`src/rtl/serial_defs.vh`:
```
// Shared serial definitions: FSM state encodings and the baud divisor macro,
// common to the serial receiver and transmitter.
`ifndef SERIAL_DEFS_VH
`define SERIAL_DEFS_VH

`define SERIAL_BAUD_CLKS(clk_freq, baud_rate) ((clk_freq) / (baud_rate))

`define SERIAL_ST_IDLE   3'd0
`define SERIAL_ST_START  3'd1
`define SERIAL_ST_DATA   3'd2
`define SERIAL_ST_PARITY 3'd3
`define SERIAL_ST_STOP   3'd4
`define SERIAL_ST_BREAK  3'd5

`endif

```
`src/rtl/serial_rx_framed_pkg.sv`:
```
// Receiver types built on the shared serial_defs.vh encodings.
// SERIAL_RX_PARITY_EN adds the PARITY state.
`include "serial_defs.vh"

package serial_rx_framed_pkg;

    typedef enum logic [2:0] {
        IDLE   = `SERIAL_ST_IDLE,
        START  = `SERIAL_ST_START,
        DATA   = `SERIAL_ST_DATA,
`ifdef SERIAL_RX_PARITY_EN
        PARITY = `SERIAL_ST_PARITY,
`endif
        STOP   = `SERIAL_ST_STOP,
        BREAK  = `SERIAL_ST_BREAK
    } rx_state_e;

    typedef struct packed {
        logic ferr;
        logic perr;
        logic brk;
    } rx_flags_t;

endpackage

```
`src/rtl/serial_baud_timer.sv`:
```
// Baud down-counter: explicit load, holds at zero, combinational zero flag.
module serial_baud_timer #(
    parameter int unsigned CNT_W = 2
) (
    input  logic             clk,
    input  logic             rst_n,
    input  logic             load,
    input  logic [CNT_W-1:0] load_val,
    output logic             zero_c
);

    logic [CNT_W-1:0] cnt;

    always_ff @(posedge clk or negedge rst_n) begin
        if (!rst_n) begin
            cnt <= '0;
        end else if (load) begin
            cnt <= load_val;
        end else if (cnt != '0) begin
            cnt <= cnt - CNT_W'(1);
        end
    end

    assign zero_c = (cnt == '0);

endmodule

```
`src/rtl/serial_rx_framed.sv`:
```
// Framed UART receiver: 2-flop sync, mid-bit sampling, ferr/perr/break flags.
// Define SERIAL_RX_PARITY_EN to add a parity bit (ODD_PARITY selects sense).
`include "serial_defs.vh"

module serial_rx_framed
    import serial_rx_framed_pkg::*;
#(
    parameter int unsigned CLK_FREQ   = 48_000_000,
    parameter int unsigned BAUD_RATE  = 115_200,
    parameter int unsigned DATA_BITS  = 8,
    parameter int unsigned STOP_BITS  = 1,
    parameter int unsigned ODD_PARITY = 0
) (
    input  logic                 i_clk,
    input  logic                 i_rst_n,
    input  logic                 i_rx,
    output logic                 o_wr,
    output logic [DATA_BITS-1:0] o_data,
    output logic                 o_ferr,
    output logic                 o_perr,
    output logic                 o_break,
    output logic                 o_busy
);

    localparam int unsigned BAUD_CLKS = `SERIAL_BAUD_CLKS(CLK_FREQ, BAUD_RATE);
    localparam int unsigned CNT_W     = $clog2(BAUD_CLKS);
    localparam int unsigned IDX_W     = $clog2(DATA_BITS);
    localparam logic [CNT_W-1:0] HALF_LOAD = CNT_W'(BAUD_CLKS / 2 - 1);
    localparam logic [CNT_W-1:0] FULL_LOAD = CNT_W'(BAUD_CLKS - 1);
    localparam logic [IDX_W-1:0] LAST_IDX  = IDX_W'(DATA_BITS - 1);
    localparam logic             LAST_STOP = 1'(STOP_BITS - 1);

    if (BAUD_CLKS < 4 || DATA_BITS < 5 || DATA_BITS > 9 ||
        STOP_BITS < 1 || STOP_BITS > 2 || ODD_PARITY > 1) begin : g_param_check
        $error("serial_rx_framed: illegal parameter set");
    end

    rx_state_e            state, state_n;
    logic                 rx_meta, rx_s;
    logic                 tmr_load, tmr_zero_c;
    logic [CNT_W-1:0]     tmr_val;
    logic                 shift_en, stop_en, done;
    logic [IDX_W-1:0]     bit_idx;
    logic                 stop_idx, stop_low_q;
    logic [DATA_BITS-1:0] data_sh;
    logic                 last_bit, last_stop, ferr_now, brk_now, perr_now;
    rx_flags_t            flags_q;
`ifdef SERIAL_RX_PARITY_EN
    localparam logic ODD_BIT = (ODD_PARITY != 0);
    logic par_en, perr_q;
`endif

    // Line synchronizer, idles high
    always_ff @(posedge i_clk or negedge i_rst_n) begin
        if (!i_rst_n) begin
            rx_meta <= 1'b1;
            rx_s    <= 1'b1;
        end else begin
            rx_meta <= i_rx;
            rx_s    <= rx_meta;
        end
    end

    serial_baud_timer #(.CNT_W(CNT_W)) u_timer (
        .clk      (i_clk),
        .rst_n    (i_rst_n),
        .load     (tmr_load),
        .load_val (tmr_val),
        .zero_c   (tmr_zero_c)
    );

    assign last_bit  = (bit_idx == LAST_IDX);
    assign last_stop = (stop_idx == LAST_STOP);
    assign ferr_now  = !rx_s | (stop_idx & stop_low_q);
    assign brk_now   = (data_sh == '0) & (stop_idx ? stop_low_q : !rx_s);

    always_ff @(posedge i_clk or negedge i_rst_n) begin
        if (!i_rst_n) state <= IDLE;
        else          state <= state_n;
    end

    always_comb begin
        state_n = state;
        case (state)
            IDLE:   if (!rx_s) state_n = START;
            START:  if (tmr_zero_c) state_n = rx_s ? IDLE : DATA;
`ifdef SERIAL_RX_PARITY_EN
            DATA:   if (tmr_zero_c && last_bit) state_n = PARITY;
            PARITY: if (tmr_zero_c) state_n = STOP;
`else
            DATA:   if (tmr_zero_c && last_bit) state_n = STOP;
`endif
            STOP:   if (tmr_zero_c && last_stop) state_n = brk_now ? BREAK : IDLE;
            BREAK:  if (rx_s) state_n = IDLE;
            default: state_n = IDLE;
        endcase
    end

    always_comb begin
        tmr_load = 1'b0;
        tmr_val  = FULL_LOAD;
        shift_en = 1'b0;
        stop_en  = 1'b0;
        done     = 1'b0;
`ifdef SERIAL_RX_PARITY_EN
        par_en   = 1'b0;
`endif
        case (state)
            IDLE: begin
                if (!rx_s) begin
                    tmr_load = 1'b1;
                    tmr_val  = HALF_LOAD;
                end
            end
            START:  tmr_load = tmr_zero_c && !rx_s;
            DATA: begin
                tmr_load = tmr_zero_c;
                shift_en = tmr_zero_c;
            end
`ifdef SERIAL_RX_PARITY_EN
            PARITY: begin
                tmr_load = tmr_zero_c;
                par_en   = tmr_zero_c;
            end
`endif
            STOP: begin
                stop_en  = tmr_zero_c;
                tmr_load = tmr_zero_c && !last_stop;
                done     = tmr_zero_c && last_stop;
            end
            default: ;
        endcase
    end

`ifdef SERIAL_RX_PARITY_EN
    always_ff @(posedge i_clk or negedge i_rst_n) begin
        if (!i_rst_n)    perr_q <= 1'b0;
        else if (par_en) perr_q <= (^data_sh) ^ rx_s ^ ODD_BIT;
    end
    assign perr_now = perr_q;
`else
    assign perr_now = 1'b0;
`endif

    // Frame datapath: LSB-first shift, bit/stop indices, stop-low memory
    always_ff @(posedge i_clk or negedge i_rst_n) begin
        if (!i_rst_n) begin
            data_sh    <= '0;
            bit_idx    <= '0;
            stop_idx   <= 1'b0;
            stop_low_q <= 1'b0;
        end else begin
            if (shift_en) begin
                data_sh <= {rx_s, data_sh[DATA_BITS-1:1]};
                bit_idx <= last_bit ? '0 : bit_idx + IDX_W'(1);
            end
            if (stop_en) begin
                stop_idx <= last_stop ? 1'b0 : 1'b1;
                if (!stop_idx) stop_low_q <= !rx_s;
            end
        end
    end

    // Delivered word and flags hold until the next frame completes
    always_ff @(posedge i_clk or negedge i_rst_n) begin
        if (!i_rst_n) begin
            o_wr    <= 1'b0;
            o_data  <= '0;
            flags_q <= '0;
            o_busy  <= 1'b0;
        end else begin
            o_wr   <= done;
            o_busy <= (state_n != IDLE);
            if (done) begin
                o_data  <= data_sh;
                flags_q <= '{ferr: ferr_now, perr: perr_now, brk: brk_now};
            end
        end
    end

    assign o_ferr  = flags_q.ferr;
    assign o_perr  = flags_q.perr;
    assign o_break = flags_q.brk;

endmodule
```
`config.mk`:
```
export PLATFORM = sky130hd
export DESIGN_NAME = serial_rx_framed
export DESIGN_NICKNAME = d
export VERILOG_FILES = /design/src/rtl/serial_rx_framed_pkg.sv /design/src/rtl/serial_baud_timer.sv /design/src/rtl/serial_rx_framed.sv
export VERILOG_INCLUDE_DIRS = /design/src /design/src/rtl
export SDC_FILE = /design/constraint.sdc
export NUM_CORES = 1
export LEC_CHECK = 0
export CORE_MARGIN = 2
export CORE_UTILIZATION = 45
export CTS_CLUSTER_SIZE = 16
export DETAILED_ROUTE_END_ITERATION = 10
export HOLD_SLACK_MARGIN = 0.12
export PLACE_DENSITY = 0.64
export SKIP_LAST_GASP = 1
export SYNTH_ARGS = -nofsm -noshare
export SYNTH_HDL_FRONTEND = slang
export SYNTH_HIERARCHICAL = 1
export SYNTH_SLANG_ARGS = --single-unit
```
`constraint.sdc`:
```
create_clock -name i_clk -period 3.73 [get_ports i_clk]
set_clock_uncertainty 0.15 [all_clocks]
set_input_delay 0.373 -clock i_clk [delete_from_list [all_inputs] [get_ports i_clk]]
set_output_delay 0.373 -clock i_clk [all_outputs]
set_load 0.01 [all_outputs]
```
==> results.rst <==
.. list-table::
   :header-rows: 1

   * - Metric
     - Value
   * - Placeable core area
     - 3720 µm²
   * - Buffer depth of the longest clock path
     - 2
   * - Worst min-delay path category
     - reg -> reg
   * - Std cell rows
     - 22
   * - Diode count
     - 0
   * - TritonCTS clock tree
     - built
   * - Number of gates resized after CTS
     - 0
   * - Chip Height
     - 66.5 µm
   * - Share of cells above drive strength 1
     - 0.153
   * - Drt first-iter violations
     - 56
   * - Largest area contributor in the netlist
     - sky130_fd_sc_hd__dfrtp_1
   * - Unrepaired setup endpoints after global routing
     - no
   * - Post-layout nets
     - 195
   * - Leak
     - 0.000964 µW
   * - Power density over cell area
     - 512 nW/µm²
   * - Synth Instances
     - 168
   * - Number of buffer and inverter instances along the worst setup path
     - 2
   * - Most frequent cell after synthesis
     - sky130_fd_sc_hd__dfrtp_1
   * - Vias
     - 1258
   * - Leading cell types by count after synthesis
     - sky130_fd_sc_hd__dfrtp_1, sky130_fd_sc_hd__nand2_1, sky130_fd_sc_hd__mux2_2
   * - Sequential element share of the synthesized area
     - 0.529
   * - Cell Chain, Critical Path
     - inv_1, ha_1, or4b_1, or2_4, inv_1, nor2b_2, nor3b_4, mux2_2
   * - Worst setup path startpoint
     - u_timer/cnt[0]
   * - First-pass GRT wire length
     - 6.08 mm
   * - FF-to-FF End
     - data_sh[2]
   * - Startpoint Class
     - flip-flop
   * - Number of H-tree branching levels
     - 2
   * - Overall power consumption
     - 1040 µW
   * - Share of Yosys cell area claimed by the top area cell type
     - 0.499
   * - Die ar.
     - 4420 µm²
   * - Share of the core filled with cells
     - 0.547
   * - Endpoint of the worst setup timing path
     - data_sh[2]
   * - Sum of routed wire length over all layers
     - 3.28 mm
   * - Worst setup path class
     - reg -> reg
   * - Worst path max stage delay
     - 0.58 ns
   * - Clock input transition at the sequential cells of the worst setup and hold paths
     - 0.07 ns
   * - Worst VDD drop
     - 369 µV
   * - Largest net degree at the start of global routing
     - 38
   * - Most numerous cell on the critical path
     - sky130_fd_sc_hd__inv_1
   * - Critical path depth
     - 8
   * - Residual DRC
     - 0
   * - Top cells by area in the synthesized netlist
     - sky130_fd_sc_hd__dfrtp_1, sky130_fd_sc_hd__nand2_1, sky130_fd_sc_hd__mux2_2, sky130_fd_sc_hd__dfstp_2, sky130_fd_sc_hd__o21ai_0
   * - Min-Delay Startpoint
     - rx_meta
   * - Residual overflow from global routing
     - 0
   * - Required time of the critical path
     - 3.75 ns
   * - All-layer global routing usage
     - 0.186
   * - Top cell family by delay on the critical path
     - simple AND/OR/NAND/NOR gates
   * - Number of buffers inserted by post-CTS setup repair
     - 0
   * - Slew Viols, Final
     - 0
   * - Endpoint type of the worst setup path
     - flip-flop
   * - Initial antenna violation count
     - 0
   * - Leading register cell type out of synthesis
     - sky130_fd_sc_hd__dfrtp_1
   * - IO Port Bufs
     - 14
   * - Post-synthesis instance area
     - 1760 µm²
   * - Time the final worst path needs with I/O delays and setup
     - 3.26 ns
   * - Gpl congestion
     - 0.815
   * - Number of maximum-capacitance violations
     - 0
   * - Warning count from the yosys run
     - 6
   * - Length in cells of the worst reg-to-reg path
     - 8
   * - Library cells used by synthesis
     - 45
   * - Post-DP HPWL
     - 2.32 mm
   * - Effective utilization at floorplan
     - 0.472
   * - Run status
     - finished, final reports clean
   * - RR Startpoint
     - u_timer/cnt[0]
   * - Die boundary width
     - 66.5 µm
   * - Final hold violation count
     - 0
   * - Clk root buf
     - sky130_fd_sc_hd__clkbuf_8
   * - Clock net sink count
     - 37
   * - Number of optimization iterations in the first detailed-route pass
     - 4
   * - Synthesized area per cell
     - 10.4 µm²
   * - Count of nets left with antenna violations after detail routing
     - 0
   * - Number of global-route vias before repair
     - 1328
   * - Max Freq
     - 0.307 GHz
   * - Share of the clock period used by the worst path after layout
     - 0.875
   * - Place WS
     - 0.484 ns
   * - Number of buffers created by CTS
     - 5
   * - Slew of the pin with the lowest slew margin
     - 0.616 ns
   * - Clock network latency to the later pin of the worst-skew pair
     - 0.29 ns
   * - Slowest cell on crit path
     - sky130_fd_sc_hd__or4b_1
   * - Flip-flop and latch count after synthesis
     - 37
   * - Setup slack of the critical path after layout
     - 0.468 ns
   * - I/O pin total
     - 16
   * - Placed Cells incl. Taps
     - 230
   * - Total of hold buffers inserted after clock tree synthesis
     - 0
   * - Remaining max-slew budget at the tightest pin
     - 0.589
   * - Area growth syn-to-layout
     - 15.8%
   * - Final setup viols
     - 0
   * - Mean number of vias per cell
     - 5.29
   * - Async set or reset register ratio after synthesis
     - 1.00
   * - Final instance count without filler cells
     - 238
   * - Number of flops mapped to enable cells by yosys
     - 0
   * - Setup_tns
     - 0 ns
   * - Largest fanout on the critical path
     - 13
   * - Signal arrival time at the worst endpoint
     - 3.29 ns
   * - Reg2Reg Setup Slack
     - 0.47 ns
   * - Drt wl/cell
     - 13.8 µm
==> state kept, by name, indices dropped and copies added (netlist names) <==
| name | flops |
|---|---|
| rx_meta | 1 |
| u_timer/cnt | 9 |
| bit_idx | 3 |
| rx_s | 1 |
| o_busy | 1 |
| state | 3 |
| data_sh | 8 |
| o_break | 1 |
| stop_low_q | 1 |
| o_data | 8 |
| o_wr | 1 |
==> worst register-to-register path, delay by kind of cell (launching register included) <==
kind,cells,cell delay (ns)
adder cells (fa/ha/maj),1,0.22
buffers and inverters,2,0.27
flip-flops,1,0.40
AND/OR/NAND/NOR,4,1.69
multiplexers,1,0.41
==> cell usage in the layout (no fill, tap or decap), drive strengths merged, types with 2 or more instances in the layout <==
cell,Yosys,layout
dfrtp,35,35
nand2,34,34
clkdlybuf4s50,0,14
mux2,10,10
inv,9,9
nor2,8,8
o21ai,8,8
clkbuf,2,8
conb,2,7
nor3,6,6
o31ai,4,4
or4,3,3
ha,3,3
xnor2,3,3
nand2b,3,3
nor3b,3,3
a21oi,2,2
a22oi,2,2
nand4,2,2
a21o,2,2
buf,5,2
dfstp,2,2
nor4,2,2
a311oi,2,2
or2,2,2
==> power by group <==
| group | total, µW | switching (µW) | internal [µW] |
|---|---|---|---|
| clock network | 282 | 132 | 151 |
| logic | 229 | 116 | 113 |
| registers | 528 | 67.9 | 460 |
| total | 1040 | 316 | 724 |
==> metal layers <==
metal  GRT usage  routed length [µm]  up-vias  share of wire
li1            -                   -      610              -
met1       0.230                1450      620           0.44
met2       0.305                1660       24           0.51
met3      0.0541                 128        4          0.039
met4      0.0740                  45        0          0.014
met5           0                   0        -              0
==> kinds of logic (layout without fill, tap and decap cells) <==
family	count (synthesis)	count (layout)	synth area share
buffers and inverters	16	33	0.0463
AND/OR/NAND/NOR	71	71	0.212
flip-flops	37	37	0.529
multiplexers	10	10	0.0641
XOR/XNOR	3	3	0.0150
other	2	7	0.00428
adder cells (fa/ha/maj)	3	3	0.0214
AO/OA/AOI/OAI	26	26	0.108
==> worst min-delay path by stage <==
stage	end	slack, ns	cells past startpoint
finish	rx_s	0.22	0
global route	rx_s	0.22	0
CTS	rx_s	0.22	0
detailed placement	rx_s	0.21	0
global placement	rx_s	0.20	0
floorplan	bit_idx[0]	-0.07	0
==> area by class of cell <==
cell class	count	area, µm²
sequential	37	928
inverter	9	33.8
clock buffer	8	90.1
tap	48	60.1
multi-input combinational	120	764
fill	341	1680
timing repair buffer	16	155
==> stage by stage <==
step | hold WS [ns] | instance area (µm²)
2_1_floorplan | -0.0726 | 1770
3_3_place_gp | 0.196 | 1940
3_5_place_dp | 0.206 | 1940
4_1_cts | 0.215 | 2030
5_1_grt | 0.221 | 2030
6_report | 0.217 | 2030
(Power assumes the default switching activity.)
